File: config.mk
export PLATFORM = sky130hd
export DESIGN_NAME = ps2_host_tx
export DESIGN_NICKNAME = d
export VERILOG_FILES = /design/src/rtl/ps2_host_tx.sv
export SDC_FILE = /design/constraint.sdc
export NUM_CORES = 1
export LEC_CHECK = 0
export BUFFER_PORTS_ARGS = -buffer_cell sky130_fd_sc_hd__buf_2
export CORE_MARGIN = 4
export CORE_UTILIZATION = 40
export DETAILED_ROUTE_END_ITERATION = 8
export GPL_TIMING_DRIVEN = 0
export PLACE_DENSITY = 0.61
export SYNTH_ARGS = -nofsm -noshare
export SYNTH_HDL_FRONTEND = slang
export SYNTH_SLANG_ARGS = --single-unit
File: constraint.sdc
create_clock -name clk -period 2.2 [get_ports clk]
set_input_delay 0.11 -clock clk [delete_from_list [all_inputs] [get_ports clk]]
set_output_delay 0.11 -clock clk [all_outputs]
set_load 0.02 [all_outputs]
File: src/rtl/ps2_host_tx.sv
// ps2_host_tx: host-to-device PS/2 command transmitter.
// It runs the request-to-send handshake:
//   1. hold PS2_CLK low,
//   2. drive the start bit,
//   3. shift out data[7:0] LSB-first, then odd parity and stop on device clock falling edges,
//   4. sample the device ACK.
// Both pads are driven only as open-drain pull-downs through the *_oe outputs.
module ps2_host_tx #(
  parameter int INHIBIT_CYCLES = 10000,
  parameter int TIMEOUT_CYCLES = 2000000
) (
  input  logic       clk,
  input  logic       rst,
  input  logic [7:0] tx_data,
  input  logic       tx_valid,
  output logic       tx_ready,
  input  logic       ps2_clk_in,
  input  logic       ps2_data_in,
  output logic       ps2_clk_oe,
  output logic       ps2_data_oe,
  output logic       busy,
  output logic       done,
  output logic       err
);

  localparam int INH_W = $clog2(INHIBIT_CYCLES + 1);
  localparam int TMO_W = $clog2(TIMEOUT_CYCLES + 1);
  localparam logic [INH_W-1:0] INH_LAST = INH_W'(INHIBIT_CYCLES - 1);
  localparam logic [INH_W-1:0] INH_ONE  = INH_W'(1);
  localparam logic [TMO_W-1:0] TMO_LAST = TMO_W'(TIMEOUT_CYCLES - 1);
  localparam logic [TMO_W-1:0] TMO_ONE  = TMO_W'(1);

  typedef enum logic [2:0] {
    IDLE,
    INHIBIT,
    RTS,
    SHIFT,
    ACK,
    WAIT_REL
  } state_t;

  state_t           state_reg, state_next;
  logic [9:0]       shreg_reg, shreg_next;      // {stop, parity, data[7:0]}
  logic [3:0]       bit_cnt_reg, bit_cnt_next;
  logic [INH_W-1:0] inh_cnt_reg, inh_cnt_next;
  logic [TMO_W-1:0] tmo_cnt_reg, tmo_cnt_next;
  logic             clk_oe_reg, clk_oe_next;
  logic             data_oe_reg, data_oe_next;
  logic             busy_reg, busy_next;
  logic             done_reg, done_next;
  logic             err_reg, err_next;
  logic             clk_prev_reg;

  // Pad synchronizers: index 0 = PS2_CLK, index 1 = PS2_DATA.
  logic [1:0] pad_raw;
  logic [1:0] pad_sync;
  assign pad_raw = {ps2_data_in, ps2_clk_in};

  genvar gi;
  generate
    for (gi = 0; gi < 2; gi++) begin : g_sync
      logic meta_reg;
      logic sync_reg;
      // Two-flop synchronizer; resets to the idle-high bus level so no false edge follows reset.
      always_ff @(posedge clk) begin
        if (rst) begin
          meta_reg <= 1'b1;
          sync_reg <= 1'b1;
        end else begin
          meta_reg <= pad_raw[gi];
          sync_reg <= meta_reg;
        end
      end
      assign pad_sync[gi] = sync_reg;
    end
  endgenerate

  logic clk_sync;
  logic data_sync;
  logic clk_fe;
  logic accept;
  logic tmo_hit;

  assign clk_sync  = pad_sync[0];
  assign data_sync = pad_sync[1];
  assign clk_fe    = clk_prev_reg & ~clk_sync;
  assign tx_ready  = (state_reg == IDLE) && !rst;
  assign accept    = tx_valid && tx_ready;
  assign tmo_hit   = (tmo_cnt_reg == TMO_LAST);

  // Previous synced clock level, used for falling-edge detection.
  always_ff @(posedge clk) begin
    if (rst) begin
      clk_prev_reg <= 1'b1;
    end else begin
      clk_prev_reg <= clk_sync;
    end
  end

  // State and registered outputs.
  always_ff @(posedge clk) begin
    if (rst) begin
      state_reg   <= IDLE;
      shreg_reg   <= '0;
      bit_cnt_reg <= '0;
      inh_cnt_reg <= '0;
      tmo_cnt_reg <= '0;
      clk_oe_reg  <= 1'b0;
      data_oe_reg <= 1'b0;
      busy_reg    <= 1'b0;
      done_reg    <= 1'b0;
      err_reg     <= 1'b0;
    end else begin
      state_reg   <= state_next;
      shreg_reg   <= shreg_next;
      bit_cnt_reg <= bit_cnt_next;
      inh_cnt_reg <= inh_cnt_next;
      tmo_cnt_reg <= tmo_cnt_next;
      clk_oe_reg  <= clk_oe_next;
      data_oe_reg <= data_oe_next;
      busy_reg    <= busy_next;
      done_reg    <= done_next;
      err_reg     <= err_next;
    end
  end

  // Next-state logic. Outputs are computed for the next cycle, so every output is registered.
  always_comb begin
    state_next   = state_reg;
    shreg_next   = shreg_reg;
    bit_cnt_next = bit_cnt_reg;
    inh_cnt_next = inh_cnt_reg;
    tmo_cnt_next = tmo_cnt_reg;
    clk_oe_next  = 1'b0;
    data_oe_next = data_oe_reg;
    done_next    = 1'b0;
    err_next     = 1'b0;

    case (state_reg)
      IDLE: begin
        data_oe_next = 1'b0;
        if (accept) begin
          shreg_next   = {1'b1, ~^tx_data, tx_data};
          inh_cnt_next = '0;
          clk_oe_next  = 1'b1;
          state_next   = INHIBIT;
        end
      end

      INHIBIT: begin
        data_oe_next = 1'b0;
        if (inh_cnt_reg == INH_LAST) begin
          // Hand over from clock inhibit to start bit on the same edge.
          data_oe_next = 1'b1;
          tmo_cnt_next = '0;
          bit_cnt_next = '0;
          state_next   = RTS;
        end else begin
          clk_oe_next  = 1'b1;
          inh_cnt_next = inh_cnt_reg + INH_ONE;
        end
      end

      RTS: begin
        data_oe_next = 1'b1;
        tmo_cnt_next = tmo_cnt_reg + TMO_ONE;
        state_next   = SHIFT;
        if (tmo_hit) begin
          data_oe_next = 1'b0;
          err_next     = 1'b1;
          state_next   = IDLE;
        end
      end

      SHIFT: begin
        tmo_cnt_next = tmo_cnt_reg + TMO_ONE;
        if (tmo_hit) begin
          data_oe_next = 1'b0;
          err_next     = 1'b1;
          state_next   = IDLE;
        end else if (clk_fe) begin
          data_oe_next = ~shreg_reg[bit_cnt_reg];
          bit_cnt_next = bit_cnt_reg + 4'd1;
          if (bit_cnt_reg == 4'd9) begin
            state_next = ACK;
          end
        end
      end

      ACK: begin
        data_oe_next = 1'b0;
        tmo_cnt_next = tmo_cnt_reg + TMO_ONE;
        // The ACK edge takes priority over a timeout on the same cycle.
        if (clk_fe) begin
          done_next  = ~data_sync;
          err_next   = data_sync;
          state_next = WAIT_REL;
        end else if (tmo_hit) begin
          err_next   = 1'b1;
          state_next = IDLE;
        end
      end

      WAIT_REL: begin
        data_oe_next = 1'b0;
        if (clk_sync && data_sync) begin
          state_next = IDLE;
        end
      end

      default: begin
        data_oe_next = 1'b0;
        state_next   = IDLE;
      end
    endcase

    busy_next = (state_next != IDLE);
  end

  assign ps2_clk_oe  = clk_oe_reg;
  assign ps2_data_oe = data_oe_reg;
  assign busy        = busy_reg;
  assign done        = done_reg;
  assign err         = err_reg;

endmodule

==> metrics.cfg, run 1 <==
[run_status]
status = completed

[pwr]
seq_power_share = 0.461
internal-power_mw = 1.953
power.leakage_nw = 1.380
p_sw_frac = 0.2267
p_sw_mw = 0.5727
vdd_ir_drop_max_uv = 385.8
finalPower_mw = 2.526
power_frac_comb = 0.083
p_clk_frac = 0.456
p_per_area_nw_per_um2 = 665.4

[clock_tree]
insertion_delay_ns = 0.34
cts_sinks = 62
cts_tree = built
numCtsBuffers = 9
htreeDepth = 3
path_clk_slew_ns = 0.07
clk_path_buf_depth = 2
root_buffer = clkbuf_8

[logic_synthesis]
synth_area_um2 = 3043
syn_inst = 349
netlist_top_cells_count = dfxtp_1 (62), nand2_1 (28), nor2_1 (27), a21oi_1 (25), nand3_1 (21)
ys_seq_elements = 62
synth-edff-count = 0
async_flop_share = 0
synth_cell_type_count = 56
synth_ff_type = dfxtp_1
synth_nets = 366
synth.most_common_cell = dfxtp_1
ys_seq_area_frac = 0.4079
synth_top_area_frac = 0.4079
ys_warn_count = 0
synth_area_per_cell_um2 = 8.719
synth_area_leaders = dfxtp_1 (41%), a21oi_1 (4.1%), nand2_1 (3.5%)
synth_top_area_cell = dfxtp_1

[finish]
multi_input_area_um2 = 1812
syn2layout_area_growth_pct = 24.75
ff_latch_area_um2 = 1250
nets = 418
drive_above_1_share = 0.2291
largest_reg_flops = 21
antenna_cells = 0
nFillCells = 682

[worst_setup_path]
rrSetupSlack_ns = 0.05
cpPeakStageDelay_ns = 0.55
crit_family = simple AND/OR/NAND/NOR gates
crit_chain = or4b_1 > or4_4 > or2_4 > a21boi_2 > a41oi_2
criticalPathCategory = reg2reg
r2r_cells = 5
crit_path_start_kind = flop
critPathBufInv = 0
crit_required_ns = 2.39
crit_slowest_cell = or4b_1
end_kind = flop
cp_max_fo = 6
r2r-start = tmo_cnt_reg[8]
worstPathArrival_ns = 2.34
timing.rr.end = busy

[sta]
rsz0062_at_grt = yes
post-route-period-util = 0.9778
tightest_slew_ns = 0.4904
max_freq_mhz = 464.9
slew_violations = 0
setup_slack_ns = 0.04893
hold_viol_final = 0
finClkSkew_ns = 0.01090
max_slew_margin = 0.6646
post-route-min-period_ns = 2.151
final-setup-viol-count = 0

[floorplan]
num_rows = 31
io-pin-count = 19
die_area_um2 = 9067
initial_core_util = 0.4151
dieHeight_um = 95.22
coreArea_um2 = 7331
die_w_um = 95.22

[global_route]
grt_start_max_net_pins = 12
grt_pass1_wl_um = 11890
gr-total-overflow = 0
grt_pass1_vias = 2472
antenna_found_initial = 0
grt_usage = 0.1672

[job]
maxCapViolCount = 0

[placement]
place.port_buffers = 18
dp_hpwl_um = 4752
place.gp.congestion = 0.7538
pre_cts_slack_ns = -0.4528

[hold_path]
min_to = shreg_reg[5]
min_path_cells = 3
hold_class = in2reg
min_from = tx_data[5]

[routing]
num_vias = 2714
post-route-drc-count = 0
drt_first_pass_iters = 4
viasPerCell = 5.374
antenna_left = 0
wl_per_cell_um = 14.07
finalWirelength_um = 7107
drtIter0Drc = 101

[logic make-up (layout without fill, tap and decap cells)]
logic type,after synthesis,in the layout,share of synthesized area
flip-flops,62,62,0.4079
AO/OA/AOI/OAI,76,76,0.1583
multiplexers,5,5,0.02508
XOR/XNOR,18,18,0.05181
buffers and inverters,19,76,0.02467
AND/OR/NAND/NOR,165,165,0.3158
adder cells (fa/ha/maj),4,4,0.01645
[worst register-to-register path, stage by stage (launching register included)]
cell and delay (ns):
dfxtp_2 0.35, or4b_1 0.55, or4_4 0.52, or2_4 0.27, a21boi_2 0.18, a41oi_2 0.15
[cell type report]
type / count / share of cell area
Sequential cell: 62 / 0.3293
Inverter: 5 / 0.004944
Timing Repair Buffer: 41 / 0.07581
Buffer: 14 / 0.01879
Clock inverter: 5 / 0.02142
Clock buffer: 11 / 0.03988
Tap cell: 99 / 0.03263
Multi-Input combinational cell: 268 / 0.4773
[through the flow]
| stage | instances | util | hold slack, ns | area [um^2] | TNS (ns) |
|---|---|---|---|---|---|
| final | 505 | 0.5178 | 0.02403 | 3796 | 0 |
| after CTS | 495 | 0.5004 | 0.006614 | 3669 | -0.03055 |
| after global placement | 466 | 0.4443 | 0.2918 | 3257 | -9.198 |
| after global routing | 505 | 0.5178 | 0.01951 | 3796 | -0.06172 |
| after floorplan | 349 | - | 0.2138 | 3043 | 0 |
| after detailed placement | 466 | 0.4443 | 0.2950 | 3257 | -9.603 |
[worst max-delay path by stage]
stage / startpoint / end / slack [ns] / depth (start not counted)
finish: tmo_cnt_reg[8] / busy / 0.05 / 5
global placement: inh_cnt_reg[0] / busy / -0.46 / 7
detailed placement: inh_cnt_reg[0] / busy / -0.45 / 7
CTS: tmo_cnt_reg[8] / bit_cnt_reg[1] / -0.02 / 5
global route: state_reg[1] / inh_cnt_reg[13] / -0.03 / 7
floorplan: inh_cnt_reg[4] / tmo_cnt_reg[12] / 0.06 / 5
[placed cells by master, fill, tap and decap left out, types with 5 or more instances in the layout]
cell type and instances:
buf_2 20, clkbuf_1 7, clkbuf_8 11, or4_1 8, nand3_1 19, or2_2 7, dlygate4sd3_1 8, nor2_1 27
buf_4 14, o21ai_0 19, o211ai_1 7, xnor2_1 10, a21oi_1 25, nand4_1 10, and2_1 5, dfxtp_1 57
or3_1 15, nand2_1 28, nand3b_1 10, xor2_1 8, inv_1 5
[power by group through the flow]
stage | Combinational (mW) | Clock (mW) | Sequential [mW]
global placement | 0.157 | 0 | 1.19
floorplan | 0.106 | 0 | 1.19
CTS | 0.182 | 1.18 | 1.17
finish | 0.210 | 1.15 | 1.16
global route | 0.230 | 1.23 | 1.17
detailed placement | 0.158 | 0 | 1.19
[repair_timing]
| action | CTS | global route |
|---|---|---|
| hold buffers | 8 | 0 |
| gates cloned | 0 | 1 |
| setup buffers | 5 | 9 |
| endpoints found under the setup margin | 43 | 23 |
| pin swaps | 4 | 7 |
| resized for setup | 14 | 16 |
| hold endpoints to repair | 8 | 0 |
[per-layer routing]
metal / track usage / routed length [um]
met4: 0.04447 / 82
met1: 0.2183 / 3458
met3: 0.05209 / 245
met2: 0.2671 / 3321
met5: 0 / 0
Note: power is estimated with default switching activity, not from simulation.
==> run 2, diff against run 1 <==
--- a/config.mk
+++ b/config.mk
@@ -6,11 +6,13 @@
 export NUM_CORES = 1
 export LEC_CHECK = 0
 export BUFFER_PORTS_ARGS = -buffer_cell sky130_fd_sc_hd__buf_2
+export CELL_PAD_IN_SITES_DETAIL_PLACEMENT = 1
+export CELL_PAD_IN_SITES_GLOBAL_PLACEMENT = 2
 export CORE_MARGIN = 4
-export CORE_UTILIZATION = 40
+export CORE_UTILIZATION = 34
 export DETAILED_ROUTE_END_ITERATION = 8
 export GPL_TIMING_DRIVEN = 0
-export PLACE_DENSITY = 0.61
+export PLACE_DENSITY = 0.78
 export SYNTH_ARGS = -nofsm -noshare
 export SYNTH_HDL_FRONTEND = slang
 export SYNTH_SLANG_ARGS = --single-unit
==> run 2 against run 1 <==
Effect of this change: final cell count is 0.40% higher; critical path depth unchanged; count of clock-buffer cells in the layout decreased by 1; register-to-register slack got worse by 0.04 ns; setup slack worse by 0.037 ns; first-iteration DRC count shrank 33%; maximum frequency shrank 1.7%; utilization shrank 8.8 points; critical endpoint unchanged.
==> metrics.cfg, run 2 (same netlist as run 1, synthesis figures left out) <==
[sta]
final-setup-viol-count = 0
slew_violations = 0
hold_viol_final = 0
fin_hold_ws_ns = 0.01710
post-route-period-util = 0.9946
max_freq_mhz = 457.0
finClkSkew_ns = 0.01150
setup_slack_ns = 0.01187
max_slew_margin = 0.5855
rsz0062_at_grt = yes
tightest_slew_ns = 0.6189
post-route-min-period_ns = 2.188

[clock_tree]
insertion_delay_ns = 0.35
path_clk_slew_ns = 0.08
clk_path_buf_depth = 2
cts_sinks = 62
root_buffer = clkbuf_8
cts_tree = built
numCtsBuffers = 9
htreeDepth = 3

[floorplan]
num_rows = 34
die_area_um2 = 10530
dieHeight_um = 102.6
coreArea_um2 = 8721
io-pin-count = 19
initial_core_util = 0.3489
die_w_um = 102.6

[pwr]
power.leakage_nw = 1.325
finalPower_mw = 2.401
seq_power_share = 0.486
power_frac_comb = 0.081
internal-power_mw = 1.797
p_per_area_nw_per_um2 = 640.7
p_sw_mw = 0.6038
p_clk_frac = 0.433
p_sw_frac = 0.2515
vdd_ir_drop_max_uv = 314.0

[finish]
layoutNonFillerInstCount = 507
largest_reg_flops = 21
drive_above_1_share = 0.2281
syn2layout_area_growth_pct = 23.15
antenna_cells = 0
post-route-util = 0.4297
nets = 411
layout_commonest_cell = dfxtp_1
nFillCells = 1007
final_cell_mix = dfxtp_1 (56), nand2_1 (28), nor2_1 (27)

[routing]
viasPerCell = 5.418
wl_met2_um = 4019
drtIter0Drc = 68
num_vias = 2747
dr_wl_met3_um = 228
wl_per_cell_um = 16.03
post-route-drc-count = 0
drt_first_pass_iters = 4
antenna_left = 0
drt-met1-wl_um = 3804
finalWirelength_um = 8127
highest_layer = met4

[hold_path]
hold_class = in2reg
min_from = tx_data[5]

[worst_setup_path]
end_kind = flop
worstSetupEndpoint = busy
r2r-start = tmo_cnt_reg[8]
criticalPathCategory = reg2reg
cp_max_fo = 6
crit_path_start_kind = flop
rrSetupSlack_ns = 0.01
timing.rr.end = busy
worstPathArrival_ns = 2.39
crit_required_ns = 2.40
worstSetupStartpoint = tmo_cnt_reg[8]
r2r_cells = 5

[placement]
dp_hpwl_um = 5662
pre_cts_slack_ns = -0.5530
place.port_buffers = 18
place.gp.congestion = 0.7316
placedCellCount = 475

[global_route]
grt_pass1_wl_um = 13840
grt_pass1_vias = 2822
grt_start_max_net_pins = 13
antenna_found_initial = 0
gr-total-overflow = 0
grt_usage = 0.1693

[job]
maxCapViolCount = 0

[run_status]
status = completed

-- run 2: cell count changes in the layout (fill, tap and decap cells not counted), moves of 2 or more --
cell	delta
dfxtp_2	+2
clkbuf_2	-2
buf_4	-5
clkinvlp_4	+2
-- run 2: worst min path at each step --
| stage | end | depth (start not counted) |
|---|---|---|
| floorplan | g_sync[0].meta_reg | 1 |
| global placement | g_sync[1].meta_reg | 2 |
| detailed placement | g_sync[0].meta_reg | 2 |
| CTS | shreg_reg[5] | 3 |
| global route | shreg_reg[0] | 3 |
| finish | shreg_reg[5] | 3 |
-- run 2: power by group through the flow --
stage          clock, mW  combinational, mW  sequential, mW
2_1_floorplan          0              0.106            1.19
3_3_place_gp           0              0.160            1.19
3_5_place_dp           0              0.164            1.19
4_1_cts             1.08              0.188            1.17
5_1_grt             1.14              0.214            1.17
6_report            1.04              0.194            1.17
-- run 2: layout make-up --
| class | count | area [um^2] | share of cell area |
|---|---|---|---|
| Tap cell | 108 | 135.1 | 0.03606 |
| Buffer | 14 | 73.82 | 0.01970 |
| Multi-Input combinational cell | 268 | 1829 | 0.4881 |
| Timing Repair Buffer | 34 | 234.0 | 0.06244 |
| Sequential cell | 62 | 1249 | 0.3332 |
| Clock buffer | 10 | 137.6 | 0.03673 |
| Clock inverter | 6 | 70.07 | 0.01870 |
| Inverter | 5 | 18.77 | 0.005008 |
-- run 2: critical path: stages, from the launching register on --
cell,delay [ns]
dfxtp_2,0.35
or4b_1,0.55
or4_4,0.51
or2_4,0.27
a21boi_2,0.19
a41oi_2,0.16
-- run 2: routing by layer --
layer | track usage | up-vias
li1 | - | 1377
met1 | 0.2092 | 1338
met2 | 0.2890 | 24
met3 | 0.04804 | 8
met4 | 0.04541 | 0
met5 | 0 | -
-- run 2: per-stage QoR --
| step | TNS (ns) | instance area [um^2] |
|---|---|---|
| 6_report | 0 | 3747 |
| 5_1_grt | -0.05864 | 3747 |
| 2_1_floorplan | 0 | 3043 |
| 4_1_cts | -0.1850 | 3650 |
| 3_3_place_gp | -11.99 | 3268 |
| 3_5_place_dp | -13.74 | 3268 |
-- run 2: repair_timing --
item,CTS,global route
hold endpoints to repair,8,0
hold buffers,8,0
resized for setup,13,24
pin swaps,4,6
setup buffers,5,3
setup endpoints to repair,53,49
==> run 3, diff against run 2 <==
--- a/config.mk
+++ b/config.mk
@@ -5,11 +5,13 @@
 export SDC_FILE = /design/constraint.sdc
 export NUM_CORES = 1
 export LEC_CHECK = 0
+export ABC_AREA = 1
 export BUFFER_PORTS_ARGS = -buffer_cell sky130_fd_sc_hd__buf_2
+export CAP_MARGIN = 20
 export CELL_PAD_IN_SITES_DETAIL_PLACEMENT = 1
 export CELL_PAD_IN_SITES_GLOBAL_PLACEMENT = 2
 export CORE_MARGIN = 4
-export CORE_UTILIZATION = 34
+export CORE_UTILIZATION = 31
 export DETAILED_ROUTE_END_ITERATION = 8
 export GPL_TIMING_DRIVEN = 0
 export PLACE_DENSITY = 0.78
==> run 3 against run 2 <==
Effect of this change: via count rose by 31%; maximum frequency rose by 15%; first-iteration DRC count rose by 76%; clock skew fell by 0.0051 ns; area after synthesis rose by 17%; hold slack improved by 0.026 ns; sequential share of layout area fell by 3.6 points; global-route usage rose by 0.97 points; utilization fell by 5.0 points; clock power rose by 54%; combinational power fell by 9%; non-clock buffer count fell by 15.
==> metrics.cfg, run 3 <==
[pwr]
finalPower_mw = 2.939
power.leakage_nw = 1.640
p_per_area_nw_per_um2 = 702.1
vdd_ir_drop_max_uv = 356.4

[run_status]
status = completed

[sta]
max_freq_mhz = 524.9
fin_hold_ws_ns = 0.04269
max_slew_margin = 0.5116
tightest_slew_ns = 0.7327
final-setup-viol-count = 0
hold_viol_final = 0
post-route-min-period_ns = 1.905
post-route-period-util = 0.8660
slew_violations = 0
setup-tns-final_ns = 0
finClkSkew_ns = 0.006409
rsz0062_at_grt = no

[worst_setup_path]
criticalPathCategory = reg2reg
crit_chain = ha_1 > nand3_2 > nor2_2 > nand3_4 > nand2_4 > inv_4 > buf_6 > nand2_1 > a21oi_1
crit_slowest_cell = dfxtp_1
r2r_cells = 9
rrSetupSlack_ns = 0.29
timing.rr.end = tmo_cnt_reg[13]
crit_required_ns = 2.39
crit_family = simple AND/OR/NAND/NOR gates
cp_max_fo = 10
cpPeakStageDelay_ns = 0.43
worstSetupStartpoint = inh_cnt_reg[0]
worstPathArrival_ns = 2.10
critPathBufInv = 2
r2r-start = inh_cnt_reg[0]
end_kind = flop
crit_path_start_kind = flop

[logic_synthesis]
ys_warn_count = 0
synth_top_area_frac = 0.3487
synth_cell_type_count = 39
synth.most_common_cell = nand2_1
synth_area_per_cell_um2 = 6.604
syn_inst = 539
synth-edff-count = 0
ys_seq_area_frac = 0.3487
synth_top_area_cell = dfxtp_1
netlist_top_cells_count = nand2_1 (141), dfxtp_1 (62), nand3_1 (61), nor2_1 (60), inv_1 (52)
async_flop_share = 0
synth_nets = 556
synth_ff_type = dfxtp_1
synth_area_um2 = 3560
synth_area_leaders = dfxtp_1 (35%), nand2_1 (15%), nand3_1 (8.6%)
ys_seq_elements = 62

[routing]
num_vias = 3593
drtIter0Drc = 120
finalWirelength_um = 10890
wl_per_cell_um = 15.23
drt_first_pass_iters = 4
antenna_left = 0
post-route-drc-count = 0
viasPerCell = 5.025

[hold_path]
min_from = rst
hold_class = in2reg
min_path_cells = 2
min_to = data_sync

[finish]
nets = 587
antenna_cells = 0
final_cell_mix = nand2_1 (141), nand3_1 (61), dfxtp_1 (61)
drive_above_1_share = 0.1409
syn2layout_area_growth_pct = 17.57
layout_commonest_cell = nand2_1
largest_reg_flops = 21

[floorplan]
die_w_um = 115.2
io-pin-count = 19
dieHeight_um = 115.2
die_area_um2 = 13260
coreArea_um2 = 11030
initial_core_util = 0.3227
num_rows = 38

[placement]
place.gp.congestion = 0.8112
place.port_buffers = 18
dp_hpwl_um = 8138

[clock_tree]
numCtsBuffers = 9
clk_path_buf_depth = 2
root_buffer = clkbuf_16
path_clk_slew_ns = 0.05
insertion_delay_ns = 0.34
cts_sinks = 62
postCtsSetupBuffers = 0
cts_tree = built
htreeDepth = 3

[global_route]
grt_pass1_vias = 3688
grt_pass1_wl_um = 18550
antenna_found_initial = 0
grt_usage = 0.1791
grt_start_max_net_pins = 12
gr-total-overflow = 0

[job]
maxCapViolCount = 0

-- run 3: cell count changes in the layout (fill, tap and decap cells not counted), moves of 9 or more --
| cell | delta |
|---|---|
| nand2_1 | +113 |
| inv_1 | +47 |
| nand3_1 | +42 |
| nor2_1 | +33 |
| a21oi_1 | +21 |
| or3_1 | -14 |
| buf_4 | -9 |
| clkbuf_16 | +9 |
| nand3b_1 | -9 |
-- run 3: layer usage --
layer / wire length [um] / track usage / vias up
li1: - / - / 1824
met1: 5640 / 0.2502 / 1718
met2: 4743 / 0.2701 / 37
met3: 263 / 0.02579 / 14
met4: 243 / 0.08685 / 0
met5: 0 / 0 / -
-- run 3: cell families (layout without fill, tap and decap cells) --
kind of cell	after synthesis	count (layout)	synth area share
and+or+nand+nor	325	325	0.4264
DFF	62	62	0.3487
xor gates and xnor gates	11	11	0.02706
buffers and inverters	71	107	0.08506
AOI/OAI and AO/OA	66	66	0.09877
adders and majority gates	4	4	0.01406
-- run 3: metrics by stage --
stage,util,cell area [um^2],setup slack [ns],std cells
5_1_grt,0.3794,4185,0.1176,715
6_report,0.3794,4185,0.2949,715
4_1_cts,0.3789,4179,0.2007,715
3_5_place_dp,0.3468,3825,0.2195,697
2_1_floorplan,-,3560,0.6226,539
3_3_place_gp,0.3468,3825,0.2596,697
-- run 3: layout make-up --
type / instances / area [um^2]
Buffer: 13 / 77.57
Clock buffer: 11 / 252.7
Clock inverter: 5 / 81.33
Fill cell: 1439 / 6845
Inverter: 58 / 225.2
Multi-Input combinational cell: 406 / 2021
Sequential cell: 62 / 1242
Tap cell: 140 / 175.2
Timing Repair Buffer: 20 / 110.1
-- run 3: worst max path at each step --
stage	depth (start not counted)	to	slack, ns
after floorplan	9	bit_cnt_reg[2]	0.62
after global placement	9	bit_cnt_reg[2]	0.26
after detailed placement	9	bit_cnt_reg[2]	0.22
after CTS	9	bit_cnt_reg[2]	0.20
after global routing	9	bit_cnt_reg[2]	0.12
final	9	tmo_cnt_reg[13]	0.29
-- run 3: what timing repair did --
item,in CTS,in global routing
gates resized for setup,0,2
setup endpoints to repair,0,1
hold endpoints to repair,2,0
hold buffers,2,0
-- run 3: worst register-to-register path, delay by kind of cell (launching register included) --
family	cells	cell delay, ns
simple gates	5	0.71
flops	1	0.43
fa+ha+maj	1	0.32
buf+inv	2	0.24
compound gates	1	0.06
-- run 3: power breakdown --
group | leakage [nW] | switching (mW) | internal, mW
registers | 0.504 | 0.0102 | 1.15
logic | 0.975 | 0.115 | 0.0616
clock network | 0.162 | 0.550 | 1.05
total | 1.64 | 0.676 | 2.26
